## config.mk

```make
export PLATFORM = sky130hd
export DESIGN_NAME = signed_fixed_point_divider_flat
export DESIGN_NICKNAME = d
export VERILOG_FILES = /design/src/rtl/signed_fixed_point_divider_if.sv /design/src/rtl/signed_fixed_point_divider.sv /design/src/flat_wrapper.sv
export SDC_FILE = /design/constraint.sdc
export NUM_CORES = 1
export LEC_CHECK = 0
export ABC_AREA = 1
export CAP_MARGIN = 20
export CORE_ASPECT_RATIO = 1.2
export CORE_UTILIZATION = 40
export CTS_BUF_LIST = sky130_fd_sc_hd__clkbuf_4 sky130_fd_sc_hd__clkbuf_8 sky130_fd_sc_hd__clkbuf_16
export DETAILED_ROUTE_END_ITERATION = 12
export GPL_ROUTABILITY_DRIVEN = 1
export PLACE_DENSITY = 0.66
export SLEW_MARGIN = 10
export SYNTH_ARGS = -nofsm -noshare
export SYNTH_HDL_FRONTEND = slang
export SYNTH_SLANG_ARGS = --single-unit
export TNS_END_PERCENT = 10
```

## constraint.sdc

```tcl
create_clock -name clk_in -period 4.85 [get_ports clk_in]
set_clock_uncertainty 0.05 [all_clocks]
set_input_delay 0.97 -clock clk_in [delete_from_list [all_inputs] [get_ports clk_in]]
set_output_delay 0.97 -clock clk_in [all_outputs]
set_load 0.005 [all_outputs]
```

## src/rtl/signed_fixed_point_divider_if.sv

```systemverilog
// Start/done handshake and operand/result bundle for signed_fixed_point_divider.
//   start_in        request, sampled by the divider only while idle
//   dividend_in     signed Q dividend, captured on accepted start
//   divisor_in      signed Q divisor, captured on accepted start
//   busy_out        high while a division is in progress
//   done_out        one-cycle pulse, result valid
//   quotient_out    signed Q quotient, held until the next done_out
//   overflow_out    result saturated
//   div_by_zero_out divisor was zero
// master: requester side; slave: divider side.
interface signed_fixed_point_divider_if #(
   parameter int FIXED_POINT_WIDTH = 16
);
   logic                         start_in;
   logic [FIXED_POINT_WIDTH-1:0] dividend_in;
   logic [FIXED_POINT_WIDTH-1:0] divisor_in;
   logic                         busy_out;
   logic                         done_out;
   logic [FIXED_POINT_WIDTH-1:0] quotient_out;
   logic                         overflow_out;
   logic                         div_by_zero_out;

   modport master (
      output start_in, dividend_in, divisor_in,
      input  busy_out, done_out, quotient_out, overflow_out, div_by_zero_out
   );

   modport slave (
      input  start_in, dividend_in, divisor_in,
      output busy_out, done_out, quotient_out, overflow_out, div_by_zero_out
   );
endinterface

```

## src/rtl/signed_fixed_point_divider.sv

```systemverilog
// Iterative signed fixed-point divider (restoring, radix 2, one quotient bit
// per clock). quotient = dividend / divisor in the operands' Qm.n format,
// truncated toward zero and saturated on overflow.
// Ports:
//   clk_in    single clock, rising edge
//   rst_n_in  asynchronous active-low reset
//   bus       slave side of signed_fixed_point_divider_if (start/operands in,
//             busy/done/quotient/overflow/div_by_zero out)
// Latency: done_out is high in the cycle after edge N+1 following the start edge,
// N = FIXED_POINT_WIDTH + FIXED_POINT_POSITION.
module signed_fixed_point_divider #(
   parameter int FIXED_POINT_WIDTH    = 16,
   parameter int FIXED_POINT_POSITION = 10
) (
   input logic                            clk_in,
   input logic                            rst_n_in,
   signed_fixed_point_divider_if.slave    bus
);

   localparam int W     = FIXED_POINT_WIDTH;
   localparam int F     = FIXED_POINT_POSITION;
   localparam int N     = W + F;
   localparam int CNT_W = $clog2(N);

   localparam logic [W-1:0] MAX_POS = {1'b0, {(W-1){1'b1}}};
   localparam logic [W-1:0] MIN_NEG = {1'b1, {(W-1){1'b0}}};

   typedef enum logic [1:0] {
      IDLE,
      DIVIDE,
      FINISH
   } state_t;

   state_t           state_q, state_d;
   logic [CNT_W-1:0] cnt_q, cnt_d;
   // Numerator shifts out MSB-first; quotient bits shift in at the LSB, so at
   // the end this register holds the N-bit unsigned quotient magnitude.
   logic [N-1:0]     num_q, num_d;
   // Remainder always stays below the divisor magnitude (<= 2^(W-1)), so W bits suffice.
   logic [W-1:0]     rem_q, rem_d;
   logic [W-1:0]     div_q, div_d;
   logic             neg_q, neg_d;
   logic             dvd_neg_q, dvd_neg_d;
   logic             dvz_q, dvz_d;
   logic             busy_q, busy_d;
   logic             done_q, done_d;
   logic [W-1:0]     quo_q, quo_d;
   logic             ovf_q, ovf_d;
   logic             dbz_q, dbz_d;

   logic [W:0]       rem_shift;
   logic [W-1:0]     dvd_abs;
   logic [W-1:0]     dvs_abs;

   always_ff @(posedge clk_in or negedge rst_n_in) begin
      if (!rst_n_in) begin
         state_q   <= IDLE;
         cnt_q     <= '0;
         num_q     <= '0;
         rem_q     <= '0;
         div_q     <= '0;
         neg_q     <= 1'b0;
         dvd_neg_q <= 1'b0;
         dvz_q     <= 1'b0;
         busy_q    <= 1'b0;
         done_q    <= 1'b0;
         quo_q     <= '0;
         ovf_q     <= 1'b0;
         dbz_q     <= 1'b0;
      end else begin
         state_q   <= state_d;
         cnt_q     <= cnt_d;
         num_q     <= num_d;
         rem_q     <= rem_d;
         div_q     <= div_d;
         neg_q     <= neg_d;
         dvd_neg_q <= dvd_neg_d;
         dvz_q     <= dvz_d;
         busy_q    <= busy_d;
         done_q    <= done_d;
         quo_q     <= quo_d;
         ovf_q     <= ovf_d;
         dbz_q     <= dbz_d;
      end
   end

   always_comb begin
      state_d   = state_q;
      cnt_d     = cnt_q;
      num_d     = num_q;
      rem_d     = rem_q;
      div_d     = div_q;
      neg_d     = neg_q;
      dvd_neg_d = dvd_neg_q;
      dvz_d     = dvz_q;
      busy_d    = busy_q;
      done_d    = 1'b0;
      quo_d     = quo_q;
      ovf_d     = ovf_q;
      dbz_d     = dbz_q;

      // |min| = 2^(W-1) is representable as a W-bit unsigned value.
      dvd_abs   = bus.dividend_in[W-1] ? ('0 - bus.dividend_in) : bus.dividend_in;
      dvs_abs   = bus.divisor_in[W-1]  ? ('0 - bus.divisor_in)  : bus.divisor_in;
      rem_shift = {rem_q, num_q[N-1]};

      case (state_q)
         IDLE: begin
            if (bus.start_in) begin
               state_d   = DIVIDE;
               busy_d    = 1'b1;
               cnt_d     = CNT_W'(N - 1);
               num_d     = {dvd_abs, {F{1'b0}}};
               rem_d     = '0;
               div_d     = dvs_abs;
               // Zero dividend forces a positive result.
               neg_d     = (bus.dividend_in[W-1] ^ bus.divisor_in[W-1]) &&
                           (bus.dividend_in != '0);
               dvd_neg_d = bus.dividend_in[W-1];
               dvz_d     = (bus.divisor_in == '0);
               ovf_d     = 1'b0;
               dbz_d     = 1'b0;
            end
         end

         DIVIDE: begin
            if (rem_shift >= {1'b0, div_q}) begin
               rem_d = W'(rem_shift - {1'b0, div_q});
               num_d = {num_q[N-2:0], 1'b1};
            end else begin
               rem_d = rem_shift[W-1:0];
               num_d = {num_q[N-2:0], 1'b0};
            end
            cnt_d = cnt_q - CNT_W'(1);
            if (cnt_q == '0) begin
               state_d = FINISH;
            end
         end

         FINISH: begin
            state_d = IDLE;
            busy_d  = 1'b0;
            done_d  = 1'b1;
            if (dvz_q) begin
               quo_d = dvd_neg_q ? MIN_NEG : MAX_POS;
               dbz_d = 1'b1;
               ovf_d = 1'b0;
            end else if (!neg_q) begin
               // Positive overflow: magnitude >= 2^(W-1).
               if (|num_q[N-1:W-1]) begin
                  quo_d = MAX_POS;
                  ovf_d = 1'b1;
               end else begin
                  quo_d = num_q[W-1:0];
               end
            end else begin
               // Negative overflow: magnitude > 2^(W-1); exactly 2^(W-1) maps to min.
               if ((|num_q[N-1:W]) || (num_q[W-1] && (|num_q[W-2:0]))) begin
                  quo_d = MIN_NEG;
                  ovf_d = 1'b1;
               end else begin
                  quo_d = '0 - num_q[W-1:0];
               end
            end
         end

         default: begin
            state_d = IDLE;
            busy_d  = 1'b0;
         end
      endcase
   end

   assign bus.busy_out        = busy_q;
   assign bus.done_out        = done_q;
   assign bus.quotient_out    = quo_q;
   assign bus.overflow_out    = ovf_q;
   assign bus.div_by_zero_out = dbz_q;

endmodule

```

## src/flat_wrapper.sv

```systemverilog
// flat-port wrapper written by rule: the top's interface ports become plain ports
module signed_fixed_point_divider_flat 
#(
   parameter int FIXED_POINT_WIDTH    = 16,
   parameter int FIXED_POINT_POSITION = 10
)
  (clk_in, rst_n_in, bus_start_in, bus_dividend_in, bus_divisor_in, bus_busy_out, bus_done_out, bus_quotient_out, bus_overflow_out, bus_div_by_zero_out);
  signed_fixed_point_divider_if #(.FIXED_POINT_WIDTH(FIXED_POINT_WIDTH)) bus_i ();
  input logic clk_in;
  input logic rst_n_in;
  input wire logic [$bits(bus_i.start_in)-1:0] bus_start_in;
  input wire logic [$bits(bus_i.dividend_in)-1:0] bus_dividend_in;
  input wire logic [$bits(bus_i.divisor_in)-1:0] bus_divisor_in;
  output wire logic [$bits(bus_i.busy_out)-1:0] bus_busy_out;
  output wire logic [$bits(bus_i.done_out)-1:0] bus_done_out;
  output wire logic [$bits(bus_i.quotient_out)-1:0] bus_quotient_out;
  output wire logic [$bits(bus_i.overflow_out)-1:0] bus_overflow_out;
  output wire logic [$bits(bus_i.div_by_zero_out)-1:0] bus_div_by_zero_out;
  assign bus_i.start_in = bus_start_in;
  assign bus_i.dividend_in = bus_dividend_in;
  assign bus_i.divisor_in = bus_divisor_in;
  assign bus_busy_out = bus_i.busy_out;
  assign bus_done_out = bus_i.done_out;
  assign bus_quotient_out = bus_i.quotient_out;
  assign bus_overflow_out = bus_i.overflow_out;
  assign bus_div_by_zero_out = bus_i.div_by_zero_out;
  signed_fixed_point_divider #(.FIXED_POINT_WIDTH(FIXED_POINT_WIDTH), .FIXED_POINT_POSITION(FIXED_POINT_POSITION)) u_core (.clk_in(clk_in), .rst_n_in(rst_n_in), .bus(bus_i));
endmodule
```

==> summary.md, run 1 <==
| Metric | Value |
|---|---|
| Global-route wire length before repair | approximately 25 mm |
| Initial antenna violation count | 0 |
| Crit share post-route | 51.1% |
| Internal Pwr Total | 2550 uW |
| Detailed placement HPWL | 10.8 mm |
| GRT overflow | 0 |
| Row cnt | 48 |
| Sequential share of the synthesized area | 36.7% |
| Power share of the clock group | 16.1% |
| Cell variety after synth | 39 |
| Fmax | 403 MHz |
| Initial Utilization | 41.3% |
| Synthesized area | around 6000 sq um |
| Final wirelength | approximately 15 mm |
| NetSw | 2250 uW |
| DR iter-0 viols | about 310 |
| Reg power frac | a little over a quarter |
| WP data arrival | approximately 2.7 ns |
| CTS tree | built |
| Fraction of layout instances using a drive strength above 1 | 6.56% |
| CTS Sinks | 88 |
| Vias in the first global route | ~5,300 |
| Pwr Density | 684 nW/um^2 |
| Die ar. | 15,500 sq um |
| Total CTS buffers | 9 |
| PostCTS Resize Cnt | 0 |
| Io pins | 55 |
| H-tree depth | 3 |
| Max Buffers Root-to-Sink | 2 |
| Sw Ratio | 46.9% |
| Critical path fanouts, max | 4 |
| Startpoint Class | primary input |
| Leak pwr | 0.00344 uW |
| GPL Wtd Cong | 0.936 |
| Largest net degree at the start of global routing | between 50 and 60 |
| Minimum clock period | 2.48 ns |
| Setup TNS | 0 ns |
| Critical Path RT | 5.03 ns |
| Core ar. | 14,500 sq um |
| Most common cell after layout, fill and taps aside | nand2_1 |
| Antenna Cells | 0 |
| Post-DRT Antenna Nets | 0 |
| Clk_lat worst skew | between 0.3 and 0.4 ns |
| Final Hold Fails | 0 |
| CTS hold repair buffers | 0 |
| Status | completed |
| Max Cap Viol | 0 |
| Die width | 114 microns |
| Worst Max-Slew Pin Slew | 0.965 ns |
| Worst Setup End Kind | register |
| DR DRC count | 0 |
| Most frequent cells in the layout | nand2_1, inv_1, dfrtp_1 |
| Worst setup path class | in -> reg |
| Vias per std cell | between 5 and 6 |
| Final Core Density | between 40% and 50% |
| Maximum vdd drop | roughly 0.25 mV |
| Nets | 952 |
| Max-slew violations | 0 |
| Routed len/inst | approximately 13 microns |
| Die height | 136 microns |
| Drt pass-1 iters | 5 |
| Max_slew headroom | 35.7% |
| Post-synth net total | 909 |
| Clk root buf | clkbuf_16 |
| FF+latch count, synth | 88 |
| Syn Area/Cell | slightly above 7 sq um |
| Setup bufs post-CTS | 0 |
| Via count | roughly 5,500 |
| Worst Hold Class | reg -> reg |
| Synth warn | 0 |
| Synth-to-layout area growth | 17.0% |
| Mapped Cells | roughly 850 |
| Gr usage total | ~20% |
| Clk pin slew, worst setup/hold paths | approximately 0.060 ns |
| Comb power frac | 56.9% |
| PortBufs | 54 |
| Endpoints failing setup | 0 |
| RSZ-0062 raised after global routing | false |
## cells by family after synthesis
kind of cell,share of synthesized area (%)
adders and majority gates,4.71
DFF,36.7
AOI/OAI and AO/OA,14.1
and+or+nand+nor,31.8
buffers and inverters,8.87
xor gates and xnor gates,3.80
## sequential cells by signal (all words and copies together) (netlist names)
signal                      count
u_core.bus.busy_out             1
u_core.bus.div_by_zero_out      1
u_core.bus.done_out             1
u_core.bus.overflow_out         1
u_core.bus.quotient_out        16
u_core.cnt_q                    5
u_core.div_q                   16
u_core.dvd_neg_q                1
u_core.dvz_q                    1
u_core.neg_q                    1
u_core.num_q                   26
u_core.rem_q                   16
u_core.state_q                  2
## area by class of cell
type | count | area (sq um)
Fill cell | 1507 | 7510
Sequential cell | 88 | 2200
Clock inverter | 6 | 91.3
Inverter | 105 | 394
Tap cell | 200 | 250
Timing Repair Buffer | 60 | 583
Clock buffer | 10 | 233
Multi-Input combinational cell | 631 | 3270
## final timing paths
path                       cells past startpoint  slack, ns                          to                        from
setup / recovery                              12       2.37            u_core.div_q[14]           bus_divisor_in[0]
hold / removal                                 2       0.43  u_core.bus.div_by_zero_out  u_core.bus.div_by_zero_out
setup reg to reg                              14       2.40            u_core.rem_q[13]             u_core.div_q[3]
hold reg to reg                                2       0.43  u_core.bus.div_by_zero_out  u_core.bus.div_by_zero_out
max in group asynchronous                      2       3.26            u_core.rem_q[12]                    rst_n_in
min in group asynchronous                      1       0.62         u_core.bus.done_out                    rst_n_in
## critical path, stage by stage
cell             delay [ns]
clkdlybuf4s50_1        0.39
inv_1                  0.09
ha_1                   0.15
inv_1                  0.05
nor3_1                 0.21
nand2_1                0.11
nor2_1                 0.23
nand4_1                0.18
nand2_1                0.09
nand2_1                0.06
nand3_1                0.06
o21ai_0                0.08
## cells in the mapped netlist, drive strengths merged
cell	instances	share of area (%)
nand2	240	15
inv	104	6.5
nor2	91	6.2
dfrtp	88	37
o21ai	73	6.1
nand3	67	5.8
a21oi	39	4.0
ha	21	4.4
xor2	19	2.8
clkbuf	16	1.0
nand3b	16	2.0
a22oi	15	1.9
buf	12	1.3
o22ai	12	1.3
nand4	9	0.94
nor3	8	0.83
xnor2	7	1.0
or2	4	0.42
and2	2	0.21
o221ai	2	0.29
a21o	1	0.13
a31oi	1	0.10
clkinv	1	0.063
fa	1	0.33
o211ai	1	0.13
o21a	1	0.13
o21bai	1	0.13
## power by group through the flow
| stage | logic, uW | clock network [uW] | registers, uW |
|---|---|---|---|
| 3_3_place_gp | 2690 | 0 | 1300 |
| 3_5_place_dp | 2720 | 0 | 1300 |
| 5_1_grt | 3110 | 811 | 1340 |
| 2_1_floorplan | 2100 | 0 | 1240 |
| 4_1_cts | 2740 | 781 | 1290 |
| 6_report | 2730 | 771 | 1300 |
## metrics by stage
stage / cell area [sq um] / hold slack [ns] / setup slack, ns / total power [uW] / cells
floorplan: 6000 / 0.393 / 2.65 / 3340 / 852
global placement: 6700 / 0.412 / 2.06 / 3990 / 1084
detailed placement: 6700 / 0.418 / 2.01 / 4020 / 1084
CTS: 7020 / 0.434 / 2.38 / 4810 / 1100
global route: 7020 / 0.455 / 2.13 / 5250 / 1100
finish: 7020 / 0.428 / 2.37 / 4800 / 1100
## per-layer routing
| metal | vias to the layer above | GRT usage, % | share of wire (%) |
|---|---|---|---|
| met3 | 20 | 2.76 | 3.0 |
| met1 | 2576 | 24.9 | 46 |
| met4 | 0 | 11.3 | 2.5 |
| li1 | 2855 | - | - |
| met5 | - | 0 | 0 |
| met2 | 89 | 34.7 | 48 |
(Power assumes the default switching activity.)
==> run 2, diff against run 1 <==
--- a/config.mk
+++ b/config.mk
@@ -12,7 +12,7 @@
 export CTS_BUF_LIST = sky130_fd_sc_hd__clkbuf_4 sky130_fd_sc_hd__clkbuf_8 sky130_fd_sc_hd__clkbuf_16
 export DETAILED_ROUTE_END_ITERATION = 12
 export GPL_ROUTABILITY_DRIVEN = 1
-export PLACE_DENSITY = 0.66
+export PLACE_DENSITY = 0.68
 export SLEW_MARGIN = 10
 export SYNTH_ARGS = -nofsm -noshare
 export SYNTH_HDL_FRONTEND = slang
==> constraint.sdc (replaced) <==
create_clock -name clk_in -period 2.2 [get_ports clk_in]
set_clock_uncertainty 0.05 [all_clocks]
set_input_delay 0.44 -clock clk_in [delete_from_list [all_inputs] [get_ports clk_in]]
set_output_delay 0.44 -clock clk_in [all_outputs]
set_load 0.005 [all_outputs]
==> run 2 against run 1 <==
  * Die area unchanged
  * Power rose by 130%
  * Global-route usage rose by 0.65 points
  * Count of clock-buffer cells in the layout stayed put
  * Clock power up 100%
  * Combinational power is 140% higher
  * Worst setup slack got worse by 2.2 ns
  * Largest cell class unchanged
  * Utilization increased by 1.9 points
  * Non-clock buffer count up 24
==> summary.md, run 2 (synthesis gave the netlist of run 1 again) <==
| Metric | Value |
|---|---|
| DP Area | 6920 sq um |
| Crit path max-delay family | simple AND/OR/NAND/NOR gates |
| Endpoints failing setup | 0 |
| Hold slack | 0.405 ns |
| Vias per std cell | 4.99 |
| Largest register FFs | 26 |
| Global-route wire length before repair | 25.7 mm |
| Setup bufs post-CTS | 0 |
| Fraction of layout instances using a drive strength above 1 | under 10% |
| Worst setup startpoint | u_core.rem_q[6] |
| CP max stage delay | 0.43 ns |
| Status | completed |
| Nets | just under 1,000 |
| Initial antenna violation count | 0 |
| Register-to-Register Path Depth | 11 |
| Via count | about 5,600 |
| Worst R2R End | u_core.rem_q[6] |
| Critical Path, Cell by Cell | ha_2 -> nand2_2 -> nor2_2 -> nand3_1 -> nand2_2 -> nand2_4 -> nand2_4 -> buf_4 -> nand2_1 -> nand3_1 -> nand2_1 |
| Total CTS buffers | 9 |
| Gr usage total | 21.0% |
| Top reg by flops | u_core.num_q |
| Startpoint Class | register |
| Core ar. | between 10,000 and 15,000 sq um |
| CTS Sinks | 88 |
| Most frequent cells in the layout | nand2_1, inv_1, dfrtp_1 |
| Clk_lat worst skew | 0.35 ns |
| Synth-to-layout area growth | 21.6% |
| RSZ-0062 raised after global routing | true |
| Critical path fanouts, max | 7 |
| Worst Hold Class | in -> async |
| Design area | about 7300 sq um |
| Pwr Density | 1500 nW/um^2 |
| Critical Path RT | ~2.4 ns |
| GPL Wtd Cong | 0.986 |
| Crit share post-route | 94.5% |
| Max Buffers Root-to-Sink | 2 |
| GRT overflow | 0 |
| Critical-path cell with the highest stage delay | dfrtp_1 |
| Initial Utilization | around 41% |
| Max-slew violations | 0 |
| Final wirelength | 14.9 mm |
| Post-DRT Antenna Nets | 0 |
| Max_slew headroom | 66.7% |
| Multi-input gate area | roughly 3300 sq um |
| Die width | 114 microns |
| Antenna Cells | 0 |
| H-tree depth | 3 |
| Post-route setup slack | 0.122 ns |
| DR iter-0 viols | between 400 and 500 |
| Worst Setup End Kind | register |
| FF-to-FF Start | u_core.rem_q[6] |
| WP data arrival | 2.26 ns |
| Register area | 2200 sq um |
| Fmax | 481 MHz |
| CTS tree | built |
| PortBufs | 54 |
| FF-to-FF setup slack | 0.12 ns |
| Clk pin slew, worst setup/hold paths | 0.06 ns |
| Clk root buf | clkbuf_16 |
| Minimum clock period | just over 2 ns |
| DR DRC count | 0 |
| Drt pass-1 iters | 5 |
| Final Hold Fails | 0 |
| Largest net degree at the start of global routing | 56 |
| Setup slack after placement | -0.103 ns |
| WP buf/inv | 1 |
| Row cnt | 48 |
| Maximum vdd drop | 0.608 mV |
| Worst Max-Slew Pin Slew | 0.499 ns |
| Max Cap Viol | 0 |
| Die height | 136 microns |
| Leak pwr | between 0.003 and 0.004 uW |
| Most common cell after layout, fill and taps aside | nand2_1 |
| Fillcell total | 1,501 |
| Io pins | 55 |
| Die ar. | 15,500 sq um |
| Worst setup path class | reg -> reg |
| Routed len/inst | around 13 microns |
| Detailed placement HPWL | 11.4 mm |
| Vias in the first global route | 5,405 |
run 2: changes by cell type in the layout (fill, tap and decap cells not counted), sizes merged:
cell,delta
bufinv,-1
dlygate4sd3,+1
clkinv,-1
buf,+23
run 2: what timing repair did:
item | 4_1_cts | 5_1_grt
gates resized for setup | 0 | 14
hold endpoints to repair | 7 | 0
endpoints found under the setup margin | 0 | 21
hold buffers | 1 | 0
run 2: metrics by stage:
stage	TNS, ns	std cells	total power, uW	util [%]
3_3_place_gp	-0.0910	1107	9070	47.6
4_1_cts	0	1122	10800	49.7
6_report	0	1122	10900	50.2
5_1_grt	-0.0289	1122	12000	50.2
2_1_floorplan	0	852	7370	-
3_5_place_dp	-0.264	1107	9180	47.6
run 2: power by group:
part | switching [uW] | leakage (uW) | internal [uW]
registers | 566 | 0.00110 | 2320
logic | 3870 | 0.00233 | 2630
clock network | 649 | 0.000142 | 888
run 2: worst max path at each step:
stage,endpoint,slack (ns),cells past startpoint
final,u_core.rem_q[6],0.12,11
after global routing,u_core.rem_q[2],-0.03,13
after CTS,u_core.rem_q[12],0.03,11
after detailed placement,u_core.div_q[8],-0.10,11
after global placement,u_core.div_q[14],-0.05,12
after floorplan,u_core.rem_q[14],0.31,11
run 2: routing by layer:
layer  track usage, %  vias up  wire, microns
li1                 -     2898              -
met1             26.6     2570           6790
met2             35.9      110           7230
met3             3.52       22            554
met4             7.94        0            349
met5                0        -              0
run 2: cell type report:
class	instances	share of cell area [%]
flip-flops and latches	88	30.2
clock buffers	10	3.19
well taps	200	3.43
inverters	105	5.40
multi-input cells	631	45.8
repair buffers	84	11.2
clock inverters	4	0.772
==> edit: new RTL, flow settings as in run 2 <==
Make the reset (`rst_n_in`) synchronous in one clocked block. Comments in the files are not updated.
--- a/src/rtl/signed_fixed_point_divider.sv
+++ b/src/rtl/signed_fixed_point_divider.sv
@@ -52,7 +52,7 @@
    logic [W-1:0]     dvd_abs;
    logic [W-1:0]     dvs_abs;
 
-   always_ff @(posedge clk_in or negedge rst_n_in) begin
+   always_ff @(posedge clk_in) begin
       if (!rst_n_in) begin
          state_q   <= IDLE;
          cnt_q     <= '0;
Behaviour: differs if rst_n_in is asserted again (counterexample within 4 cycles, from zero or initial values and one cycle with rst_n_in low); with rst_n_in held inactive, the same outputs for 10 cycles.
==> edit against run 2 <==
Cell area shrank 6.5%. Synthesized area decreased by 6.5%. Sequential share of layout area decreased by 4.3 points. Power down 30%. Setup slack gained 0.061 ns. Global-route usage increased by 2.3 points. Sequential cell count is the same. Wire length rose by 4.8%. Highest routed layer unchanged.
==> edit: results (changes against run 2) <==
* Run status: finished clean (unchanged)
* Worst Path Arrival at 2.21 ns (was 2.26 ns)
* 1st-pass router iterations at 5 (unchanged)
* M1 wire length at 6850 microns (was 6788 microns)
* CP max stage cell: ha_1 (was dfrtp_1)
* Critical path's most frequent cell: nand3_1
* Largest net degree at the start of global routing at 25 (was 56)
* Top cells by area, synth: dfxtp_1 31%, nand2_1 15%, nand3_1 7.9% (was dfrtp_1 37%, nand2_1 15%, inv_1 6.4%)
* Seq/Total Area, Yosys at 0.3141 (was 0.3671)
* DR top layer: met4 (unchanged)
* Largest Register: u_core.num_q (unchanged)
* CTS max path bufs at 2 (unchanged)
* Clock Latency Late Sink at approximately 0.36 ns
* Yosys warning count at 0 (unchanged)
* Post-synth top cells: 217 x nand2_1, 114 x inv_1, 89 x nand3_1 (was 233 x nand2_1, 103 x inv_1, 88 x dfrtp_1)
* Met2 usage at 0.3840 (was 0.3594)
* Clock Pin Slew Worst Setup and Hold Paths at 0.07 ns
* Root Buffer: clkbuf_16 (unchanged)
* Tightest Pin Transition at 0.5524 ns (was 0.4990 ns)
* Internal at 4.209 mW (was 5.845 mW)
* Gr usage total at 0.2333 (was 0.2102)
* Final wirelength at 15630 microns (was 14920 microns)
* Met3 usage at 0.02679 (was 0.03522)
* Fill count at 1442 (was 1501)
* # port buffers at 54 (unchanged)
* Number of buffers added for setup after CTS at 0 (unchanged)
* Fraction of layout cells with a size suffix above 1 at 0.09349 (was 0.09870)
* Initial antenna violation count at 0 (unchanged)
* Met2 WL post-DR at 7657 microns (was 7227 microns)
* Mapped Nets at 934 (was 909)
* Layout Nets at 1004 (was 976)
* Critical Path Max Stage Delay at 0.37 ns (was 0.43 ns)
* N_diodes at 0 (unchanged)
* Met3 Routed Length at 406 microns (was 554 microns)
* Max VDD drop at 0.7050 mV (was 0.6081 mV)
* Crit path max-delay family: simple AND/OR/NAND/NOR gates (unchanged)
* First-pass GRT wire length at 26340 microns (was 25670 microns)
* Number of flip-flops in the largest register at 26 (unchanged)
* Worst-path fanout max at 12 (was 7)
* Unique cell type count in the Yosys netlist at 39 (unchanged)
* DP HPWL at 12130 microns (was 11430 microns)
* Final GP Congestion at 0.9262 (was 0.9861)
* P_leak at 3.147 nW (was 3.563 nW)
* 1st-iter DRT viols at 288 (was 402)
* H-tree depth at 3 (unchanged)
* Via density at 5.189 (was 4.991)
* Hold WC Path Type: flip-flop to flip-flop (was input pin to async pin)
* Vias in the first global route at 5463 (was 5405)
* Met1 Usage GRT at 0.2915 (was 0.2656)
* Clock buffer count from CTS at 9 (unchanged)
* Post-synthesis async set-or-reset flop share at 0 (was 1.000)
-- edit: path summary, 6_finish.rpt --
path	startpoint	slack [ns]	end	cells past startpoint
min	u_core.div_q[13]	0.41	u_core.div_q[13]	2
min reg2reg	u_core.div_q[13]	0.41	u_core.div_q[13]	2
max reg2reg	u_core.div_q[8]	0.18	u_core.rem_q[4]	12
max	u_core.div_q[8]	0.18	u_core.rem_q[4]	12
-- edit: per-stage QoR --
stage | area (sq um) | TNS [ns] | std cells | worst slack (ns)
2_1_floorplan | 5608 | 0 | 877 | 0.3477
3_3_place_gp | 6481 | -0.03119 | 1107 | -0.02509
3_5_place_dp | 6481 | -0.1933 | 1107 | -0.06084
4_1_cts | 6773 | 0 | 1123 | 0.04517
5_1_grt | 6823 | 0 | 1123 | 0.007208
6_report | 6823 | 0 | 1123 | 0.1829
-- edit: layout make-up --
cell class                 instances  area share
tap                              171     0.03136
clock inverter                     7    0.009719
clock buffer                       9     0.03301
multi-input combinational        638      0.4827
sequential                        88      0.2584
inverter                         121     0.06657
timing repair buffer              89      0.1183
-- edit: cell families after synthesis --
logic type / count (synthesis) / share of synthesized area
flops: 88 / 0.3141
buf+inv: 151 / 0.1066
fa+ha+maj: 22 / 0.05042
xor+xnor: 18 / 0.02811
simple gates: 427 / 0.3298
compound gates: 171 / 0.1709
-- edit: power groups by stage --
stage          registers, mW  logic [mW]  clock network [mW]
2_1_floorplan           1.94        3.13                   0
3_3_place_gp            2.00        3.98                   0
3_5_place_dp            2.00        4.01                   0
4_1_cts                 1.97        4.04                1.54
5_1_grt                 2.00        4.79                1.62
6_report                1.97        4.17                1.52
-- edit: timing repair --
| item | CTS | global route |
|---|---|---|
| hold buffers | 0 | 0 |
| endpoints found under the setup margin | 0 | 18 |
| resized for setup | 0 | 16 |
| hold endpoints to repair | 0 | 0 |
